===== src/rtl/wb_pkg.sv =====
// Shared types and defaults for the write-back arbiter slice.
package wb_pkg;

  localparam int unsigned DATA_W  = 64;
  localparam int unsigned REG_AW  = 5;
  localparam int unsigned XZR_IDX = 31;

  typedef enum logic [1:0] {
    SEL_NONE = 2'd0,
    SEL_MEM  = 2'd1,
    SEL_ALU  = 2'd2
  } sel_t;

endpackage


===== src/rtl/wb_fifo.sv =====
// ALU result FIFO with per-entry valid bits, in-place squash by destination
// register, and a per-entry match vector for hazard lookups.
module wb_fifo #(
  parameter int unsigned DATA_W = 64,
  parameter int unsigned REG_AW = 5,
  parameter int unsigned QDEPTH = 2
) (
  input  logic              clk,
  input  logic              rst,
  input  logic              i_push,
  input  logic [REG_AW-1:0] i_push_rd,
  input  logic [DATA_W-1:0] i_push_data,
  input  logic              i_pop,
  input  logic              i_squash,
  input  logic [REG_AW-1:0] i_squash_rd,
  input  logic [REG_AW-1:0] i_chk_rd,
  output logic              o_head_vld,
  output logic [REG_AW-1:0] o_head_rd,
  output logic [DATA_W-1:0] o_head_data,
  output logic              o_empty,
  output logic              o_full,
  output logic [QDEPTH-1:0] o_match
);

  localparam int unsigned PW = $clog2(QDEPTH);

  logic [PW:0]       r_wptr;
  logic [PW:0]       r_rptr;
  logic [QDEPTH-1:0] r_vld;
  logic [DATA_W-1:0] r_data [QDEPTH];
  logic [REG_AW-1:0] r_rd   [QDEPTH];

  logic [PW-1:0] w_widx;
  logic [PW-1:0] w_ridx;

  assign w_widx = r_wptr[PW-1:0];
  assign w_ridx = r_rptr[PW-1:0];

  assign o_empty = (r_wptr == r_rptr);
  assign o_full  = (r_wptr[PW] != r_rptr[PW]) && (w_widx == w_ridx);

  assign o_head_vld  = r_vld[w_ridx];
  assign o_head_rd   = r_rd[w_ridx];
  assign o_head_data = r_data[w_ridx];

  // Payload needs no reset: valid bits alone decide whether an entry counts.
  always_ff @(posedge clk) begin
    if (i_push) begin
      r_data[w_widx] <= i_push_data;
      r_rd[w_widx]   <= i_push_rd;
    end
  end

  // Squash is applied first so a same-cycle push into the free slot survives.
  always_ff @(posedge clk or posedge rst) begin
    if (rst) begin
      r_wptr <= '0;
      r_rptr <= '0;
      r_vld  <= '0;
    end else begin
      for (int unsigned i = 0; i < QDEPTH; i++) begin
        if (i_squash && r_vld[i] && (r_rd[i] == i_squash_rd)) begin
          r_vld[i] <= 1'b0;
        end
      end
      if (i_pop) begin
        r_vld[w_ridx] <= 1'b0;
        r_rptr        <= r_rptr + (PW+1)'(1);
      end
      if (i_push) begin
        r_vld[w_widx] <= 1'b1;
        r_wptr        <= r_wptr + (PW+1)'(1);
      end
    end
  end

  always_comb begin
    o_match = '0;
    for (int unsigned i = 0; i < QDEPTH; i++) begin
      o_match[i] = r_vld[i] && (r_rd[i] == i_chk_rd);
    end
  end

  // Unoccupied slots always hold vld=0, so the match vector needs no range test.
  a_no_pop_empty : assert property (@(posedge clk) disable iff (rst) i_pop |-> !o_empty);
  a_no_push_full : assert property (@(posedge clk) disable iff (rst) i_push |-> !o_full);

endmodule


===== src/rtl/wb_arbiter.sv =====
// Register-file write-port arbiter: load returns always win, ALU results are
// queued and drained on idle cycles; also answers pending-write queries.
module wb_arbiter #(
  parameter int unsigned DATA_W = wb_pkg::DATA_W,
  parameter int unsigned REG_AW = wb_pkg::REG_AW,
  parameter int unsigned QDEPTH = 2,
  parameter int unsigned CNT_W  = 16
) (
  input  logic              clk,
  input  logic              reset,
  input  logic              alu_valid,
  output logic              alu_ready,
  input  logic [DATA_W-1:0] alu_result,
  input  logic [REG_AW-1:0] alu_rd,
  input  logic              mem_valid,
  input  logic [DATA_W-1:0] mem_data,
  input  logic [REG_AW-1:0] mem_rd,
  input  logic [REG_AW-1:0] chk_rd,
  output logic              chk_hit,
  output logic              MemtoReg,
  output logic              RegWrite,
  output logic [REG_AW-1:0] WriteReg,
  output logic [DATA_W-1:0] WriteData,
  output logic [CNT_W-1:0]  stall_cnt
);

  import wb_pkg::*;

  localparam logic [REG_AW-1:0] XZR = REG_AW'(XZR_IDX);

  logic              w_empty;
  logic              w_full;
  logic              w_push;
  logic              w_pop;
  logic              w_head_vld;
  logic [REG_AW-1:0] w_head_rd;
  logic [DATA_W-1:0] w_head_data;
  logic [QDEPTH-1:0] w_match;
  sel_t              w_sel;

  logic              r_memtoreg;
  logic              r_regwrite;
  logic [REG_AW-1:0] r_writereg;
  logic [DATA_W-1:0] r_writedata;
  logic [CNT_W-1:0]  r_stall_cnt;

  assign alu_ready = !w_full;
  // Writes to the zero register are dropped before they take a FIFO slot.
  assign w_push    = alu_valid && !w_full && (alu_rd != XZR);
  assign w_pop     = (w_sel == SEL_ALU);

  always_comb begin
    w_sel = SEL_NONE;
    if (mem_valid) begin
      w_sel = SEL_MEM;
    end else if (!w_empty) begin
      w_sel = SEL_ALU;
    end
  end

  wb_fifo #(
    .DATA_W(DATA_W),
    .REG_AW(REG_AW),
    .QDEPTH(QDEPTH)
  ) u_fifo (
    .clk        (clk),
    .rst        (reset),
    .i_push     (w_push),
    .i_push_rd  (alu_rd),
    .i_push_data(alu_result),
    .i_pop      (w_pop),
    .i_squash   (mem_valid),
    .i_squash_rd(mem_rd),
    .i_chk_rd   (chk_rd),
    .o_head_vld (w_head_vld),
    .o_head_rd  (w_head_rd),
    .o_head_data(w_head_data),
    .o_empty    (w_empty),
    .o_full     (w_full),
    .o_match    (w_match)
  );

  always_ff @(posedge clk or posedge reset) begin
    if (reset) begin
      r_memtoreg  <= 1'b0;
      r_regwrite  <= 1'b0;
      r_writereg  <= '0;
      r_writedata <= '0;
    end else begin
      unique case (w_sel)
        SEL_MEM: begin
          r_memtoreg  <= 1'b1;
          r_regwrite  <= (mem_rd != XZR);
          r_writereg  <= mem_rd;
          r_writedata <= mem_data;
        end
        SEL_ALU: begin
          // A squashed head is consumed here but never reaches the register file.
          r_memtoreg  <= 1'b0;
          r_regwrite  <= w_head_vld && (w_head_rd != XZR);
          r_writereg  <= w_head_rd;
          r_writedata <= w_head_data;
        end
        default: begin
          r_regwrite  <= 1'b0;
        end
      endcase
    end
  end

  always_ff @(posedge clk or posedge reset) begin
    if (reset) begin
      r_stall_cnt <= '0;
    end else if (alu_valid && w_full && (r_stall_cnt != '1)) begin
      r_stall_cnt <= r_stall_cnt + CNT_W'(1);
    end
  end

  assign chk_hit = (chk_rd != XZR) &&
                   ((|w_match) ||
                    (r_regwrite && (r_writereg == chk_rd)) ||
                    (mem_valid && (mem_rd == chk_rd)));

  assign MemtoReg  = r_memtoreg;
  assign RegWrite  = r_regwrite;
  assign WriteReg  = r_writereg;
  assign WriteData = r_writedata;
  assign stall_cnt = r_stall_cnt;

endmodule


===== config.mk =====
export PLATFORM = sky130hd
export DESIGN_NAME = wb_arbiter
export DESIGN_NICKNAME = d
export VERILOG_FILES = /design/src/rtl/wb_pkg.sv /design/src/rtl/wb_fifo.sv /design/src/rtl/wb_arbiter.sv
export SDC_FILE = /design/constraint.sdc
export NUM_CORES = 1
export LEC_CHECK = 0
export CAP_MARGIN = 20
export CORE_MARGIN = 5
export CORE_UTILIZATION = 50
export DETAILED_ROUTE_END_ITERATION = 12
export PLACE_DENSITY = 0.84
export SLEW_MARGIN = 0
export SYNTH_ARGS = -nofsm -noshare
export SYNTH_HDL_FRONTEND = slang
export SYNTH_HIERARCHICAL = 1
export SYNTH_SLANG_ARGS = --single-unit

===== constraint.sdc =====
create_clock -name clk -period 5.9 [get_ports clk]
set_input_delay 0.885 -clock clk [delete_from_list [all_inputs] [get_ports clk]]
set_output_delay 0.885 -clock clk [all_outputs]
set_load 0.005 [all_outputs]

==> flow_summary_export.csv, run 1 <==
group,metric,value,unit
timing,setup_tns,0,ns
route,post_drt_via_cell_ratio,5.175,
clocking,clk_pin_slew,0.06,ns
logic_synthesis,synthFlopType,"edfxtp_1",
worst_setup_path,startpoint_type,"input pin",
global_routing,antenna_found_initial,3,
timing,timing.fmax,264.8,MHz
status,status,"finished clean",
floorplan,die_x,150.9,um
global_routing,grt_pass1_vias,6500,
worst_setup_path,worstPathMaxFanout,5,
logic_synthesis,post_synth_num_cell_types,38,
logic_synthesis,postSynth.asyncResetShare,40.26,%
floorplan,die_y,150.9,um
final_layout,num-nets-final,1056,
timing,skew,0.007608,ns
timing,drv_slew,0,
clocking,cts.repair.resized,0,
route,vias,6164,
floorplan,num_io_pins,236,
logic_synthesis,ys_seq_area_share,65.21,%
route,drt-initial-drc-count,245,
floorplan,coreArea,0.01953,mm2
worst_setup_path,required,5.02,ns
route,drc,0,
logic_synthesis,synth-seq-cells,231,
clocking,clkSinkCount,231,
worst_setup_path,arrival,2.89,ns
clocking,cts_tree,"yes",
clocking,worst_skew_pair.late_latency,0.51,ns
floorplan,start_util,50.82,%
worst_setup_path,endpoint_kind,"primary output",
route,wl_per_cell,18.57,um
clocking,htree_levels,1,
clocking,holdBufCountCts,0,
timing,finalCriticalPeriod,3.777,ns
global_routing,overflow,0,
place,dp_hpwl,15.35,mm
timing,rsz0062_at_grt,"no",
final_layout,diodes,0,
logic_synthesis,synth_warnings,6,
logic_synthesis,synthCells,671,
timing,period_share,64.01,%
floorplan,dieArea,0.02276,mm2
logic_synthesis,syn_avg_cell_area,14.79,um2
timing,maxSlewHeadroom,28.71,%
global_routing,grt_max_degree,87,
global_routing,grtUsageTotal,19.18,%
route,firstDrtPassIters,4,
worst_hold_path,min_path_type,"flop to flop",
logic_synthesis,netlist_area,0.009923,mm2
global_routing,grt_pass1_wl,34.51,mm
clocking,cts_root_buf,"clkbuf_16",
timing,whs,0.4884,ns
power,ir_drop,0.3315,mV
final_layout,fin_util,67.94,%
final_layout,fin_area,0.01327,mm2
route,postRouteAntennaNets,0,
timing,setup_viol,0,
clocking,cts_buffers,24,
route,wl,22.12,mm
place,placedInstanceArea,0.01250,mm2
final_layout,syn2layout_area_growth,33.68,%
power,p_per_area,489.4,mW/mm2
place,globalplace.congestion,0.7948,
timing,worst-slew-pin-transition,1.067,ns
power,leakage,5.167,nW
timing,hold_violations,0,
final_layout,drive_gt1_share,13.50,%
logic_synthesis,synth_edf_count,138,
floorplan,rows,51,
logic_synthesis,syn-num-nets,819,
flow_run,cap_violations,0,
worst_setup_path,crit_type,"input pin to primary output",
final_layout,fill_cells,1391,
clocking,cts_setup_buffers,0,
place,io_buffers,235,
power,finalPower,6.492,mW
clocking,cts.path.max_buffers,3,
power by group:
part	internal [mW]	leakage (nW)	total [mW]	switching, mW
combinational	1.36	2.38	2.42	1.06
sequential	2.31	2.41	2.63	0.315
clock	0.858	0.374	1.45	0.592
layout make-up:
| cell class | count | area (um2) | area share [%] |
|---|---|---|---|
| Sequential cell | 231 | 6475 | 48.81 |
| Multi-Input combinational cell | 402 | 3262 | 24.59 |
| Timing Repair Buffer | 242 | 2402 | 18.11 |
| Clock buffer | 34 | 690.7 | 5.207 |
| Tap cell | 265 | 331.6 | 2.500 |
| Clock inverter | 10 | 73.82 | 0.5565 |
| Inverter | 7 | 30.03 | 0.2264 |
final timing paths:
check	cells past startpoint	end	from	slack [ns]
setup / recovery	7	chk_hit	chk_rd[2]	2.12
hold / removal	1	MemtoReg$_DFFE_PP0P_	MemtoReg$_DFFE_PP0P_	0.49
max in group asynchronous	3	WriteData[36]$_DFFE_PP0P_	reset	3.97
min in group asynchronous	2	u_fifo/r_vld[0]$_DFF_PP0_	reset	0.72
hold reg to reg	1	MemtoReg$_DFFE_PP0P_	MemtoReg$_DFFE_PP0P_	0.49
setup reg to reg	5	u_fifo/r_data[0][47]$_DFFE_PP_	u_fifo/r_rptr[0]$_DFFE_PP0P_	2.45
placed cells by master (no fill, tap or decap), types with 2 or more instances in the layout:
cell,netlist,final
a21o_1,2,2
a21oi_1,6,6
a311oi_1,2,2
and3_1,7,7
and4_1,3,3
buf_4,0,8
clkbuf_1,12,7
clkbuf_16,0,26
clkdlybuf4s50_1,0,234
clkinv_1,0,3
clkinv_2,0,6
dfrtp_1,93,92
edfxtp_1,138,138
inv_1,7,5
mux2_2,12,12
mux2_4,61,61
mux2i_1,69,69
nand2_1,76,76
nand3_1,10,10
nand4_1,5,5
nor2_1,4,3
nor3_1,4,4
nor3b_1,2,2
nor4_1,7,7
o21ai_0,71,71
xnor2_1,13,13
xor2_1,34,34
per-layer routing:
layer | routed length, um | vias up | GRT usage [%]
li1 | - | 2934 | -
met1 | 9203 | 2988 | 25.33
met2 | 10710 | 200 | 31.75
met3 | 1725 | 36 | 5.446
met4 | 441 | 6 | 4.488
met5 | 45 | - | 0
registers in the layout, summed over array words and instances (netlist names), 2 cells and up:
signal and count:
u_fifo/r_data 128, stall_cnt 16, u_fifo/r_rptr 2, WriteData 64, u_fifo/r_rd 10, u_fifo/r_vld 2, u_fifo/r_wptr 2, WriteReg 5
cell usage after synthesis, drive strengths merged (3+ instances only):
library cell | count | area (um2)
nand4 | 6 | 52.55
nor2 | 4 | 15.01
inv | 7 | 26.28
nor4 | 9 | 77.57
mux2 | 73 | 1051
clkbuf | 12 | 45.04
buf | 19 | 133.9
and3 | 7 | 43.79
nor3 | 5 | 30.03
and4 | 3 | 26.28
xnor2 | 13 | 113.9
xor2 | 34 | 297.8
nand3 | 10 | 50.05
edfxtp | 138 | 4144
a21oi | 6 | 30.03
o21ai | 71 | 355.3
dfrtp | 93 | 2327
nand2 | 76 | 285.3
mux2i | 69 | 690.7
metrics by stage:
step	worst slack, ns	cells
finish	2.123	1191
global route	1.962	1191
CTS	2.097	1191
detailed placement	2.041	1147
global placement	2.049	1147
floorplan	0.7632	671
critical path: stages:
cell             delay [ns]
clkdlybuf4s50_1        0.52
xor2_1                 0.19
nor4_1                 0.31
and3_1                 0.21
a311oi_1               0.05
a22oi_1                0.19
clkdlybuf4s50_1        0.53
kinds of logic after synthesis:
| logic type | synth area share, % |
|---|---|
| adder cells (fa/ha/maj) | 0.1261 |
| buffers and inverters | 2.068 |
| AND/OR/NAND/NOR | 6.254 |
| AO/OA/AOI/OAI | 4.640 |
| multiplexers | 17.55 |
| XOR/XNOR | 4.148 |
| flip-flops | 65.21 |
Power figures use the tool's default switching activity.
==> inputs of run 2 (changes only) <==
clock period = 3.8 ns   (was 5.9 ns; I/O delays follow)
==> flow_summary_export.csv, run 2 (synthesis gave the netlist of run 1 again) <==
group,metric,value,unit
final_layout,multiInputGateArea,0.003262,mm2
place,globalplace.congestion,0.7941,
final_layout,largest_reg_flops,128,
clocking,cts_buffers,24,
worst_setup_path,endpoint_kind,"primary output",
power,leakage,5.234,nW
floorplan,die_x,150.9,um
clocking,holdBufCountCts,0,
power,power_switching,3.065,mW
timing,worst-slew-pin-transition,0.9290,ns
clocking,cts.path.max_buffers,3,
final_layout,mostFrequentLayoutCell,"clkdlybuf4s50_1",
worst_setup_path,crit_type,"input pin to primary output",
timing,whs,0.4006,ns
timing,drv_slew,0,
floorplan,rows,51,
power,clkPwrFrac,23.4,%
timing,period_share,86.56,%
status,status,"finished clean",
final_layout,regArea,0.006475,mm2
floorplan,die_y,150.9,um
clocking,cts.repair.resized,0,
timing,timing.fmax,304.0,MHz
timing,skew,0.009945,ns
global_routing,grt_pass1_wl,34.85,mm
global_routing,grt_max_degree,110,
route,wl,22.16,mm
power,comb_power_share,37.0,%
floorplan,num_io_pins,236,
floorplan,start_util,50.82,%
worst_setup_path,worstPathMaxFanout,5,
clocking,cts_root_buf,"clkbuf_16",
power,p_per_area,767.6,mW/mm2
final_layout,mostFrequentLayoutCells,"clkdlybuf4s50_1 (234), edfxtp_1 (138), dfrtp_1 (92)",
power,ir_drop,0.6579,mV
place,io_buffers,235,
clocking,htree_levels,1,
worst_setup_path,ff2ff_setup_slack,0.99,ns
final_layout,final_cell_count_no_fill,1196,
place,dp_hpwl,15.61,mm
power,p_int,7.203,mW
final_layout,fill_cells,1391,
final_layout,syn2layout_area_growth,34.80,%
route,drc,0,
worst_setup_path,required,3.23,ns
clocking,cts_tree,"yes",
worst_hold_path,min_path_type,"input pin to asynchronous set/reset pin",
timing,maxSlewHeadroom,38.07,%
floorplan,dieArea,0.02276,mm2
route,drt-initial-drc-count,288,
route,post_drt_via_cell_ratio,5.196,
clocking,clkSinkCount,231,
worst_setup_path,startpoint_type,"input pin",
route,firstDrtPassIters,6,
power,power_frac_seq,39.6,%
timing,rsz0062_at_grt,"no",
clocking,clk_pin_slew,0.06,ns
power,switching_share,29.85,%
global_routing,overflow,0,
clocking,cts_setup_buffers,0,
route,vias,6214,
final_layout,num-nets-final,1059,
clocking,worst_skew_pair.late_latency,0.50,ns
place,placed_cells,1150,
timing,setup_viol,0,
route,wl_per_cell,18.53,um
timing,hold_violations,0,
timing,setup_tns,0,ns
timing,finalCriticalPeriod,3.289,ns
global_routing,antenna_found_initial,3,
final_layout,regMostFlops,"u_fifo/r_data",
global_routing,grt_pass1_vias,6738,
global_routing,grtUsageTotal,19.33,%
worst_setup_path,arrival,2.72,ns
floorplan,coreArea,0.01953,mm2
route,postRouteAntennaNets,0,
power,finalPower,10.27,mW
flow_run,cap_violations,0,
final_layout,drive_gt1_share,14.53,%
==> run 2: cell count changes in the layout (fill, tap and decap cells not counted), sizes merged <==
cell / before / now
diode: 0 / 2
clkinv: 9 / 12
clkinvlp: 1 / 0
clkbuf: 34 / 28
buf: 8 / 11
inv: 6 / 8
bufinv: 1 / 3
==> run 2: worst max-delay path: stages <==
cell and delay, ns:
clkdlybuf4s50_1 0.54, xor2_1 0.22, nor4_1 0.38, and3_1 0.22
a311oi_1 0.05, a22oi_1 0.21, clkdlybuf4s50_1 0.53
==> run 2: final cells by class <==
class / instances / area share (%)
Inverter: 7 / 0.2151
Clock inverter: 16 / 1.188
Clock buffer: 28 / 5.070
Antenna cell: 2 / 0.03741
Sequential cell: 231 / 48.41
Tap cell: 265 / 2.479
Timing Repair Buffer: 245 / 18.22
Multi-Input combinational cell: 402 / 24.38
==> run 2: power groups by stage <==
stage,logic (mW),clock network [mW],registers (mW)
after global placement,3.74,0,4.07
final,3.80,2.40,4.07
after CTS,3.85,2.46,4.08
after detailed placement,3.82,0,4.12
after floorplan,2.45,0,4.00
after global routing,4.10,2.59,4.16
==> run 2: through the flow <==
step	util [%]	worst slack (ns)	cell area, um2
after floorplan	-	0.3087	9926
after global placement	64.19	0.7216	12530
after detailed placement	64.19	0.5722	12530
after CTS	68.48	0.5648	13370
after global routing	68.51	0.4115	13380
final	68.51	0.5109	13380
==> run 2: metal layers <==
| metal | part of all wire, % | vias up | track usage, % |
|---|---|---|---|
| li1 | - | 2943 | - |
| met1 | 40 | 3019 | 24.28 |
| met2 | 50 | 209 | 33.60 |
| met3 | 7.7 | 41 | 4.578 |
| met4 | 2.2 | 2 | 5.394 |
| met5 | 0.059 | - | 0 |
==> run 2: final timing paths <==
| kind | from | end | cells after the start |
|---|---|---|---|
| worst max-delay path | chk_rd[3] | chk_hit | 7 |
| worst min-delay path | reset | u_fifo/r_rptr[0]$_DFFE_PP0P_ | 2 |
| worst max register to register | u_fifo/r_rptr[0]$_DFFE_PP0P_ | u_fifo/r_data[1][39]$_DFFE_PP_ | 6 |
| worst min register to register | u_fifo/r_rptr[1]$_DFFE_PP0P_ | u_fifo/r_rptr[1]$_DFFE_PP0P_ | 1 |
| max in group asynchronous | reset | WriteData[8]$_DFFE_PP0P_ | 3 |
| min in group clk | u_fifo/r_rptr[1]$_DFFE_PP0P_ | u_fifo/r_rptr[1]$_DFFE_PP0P_ | 1 |
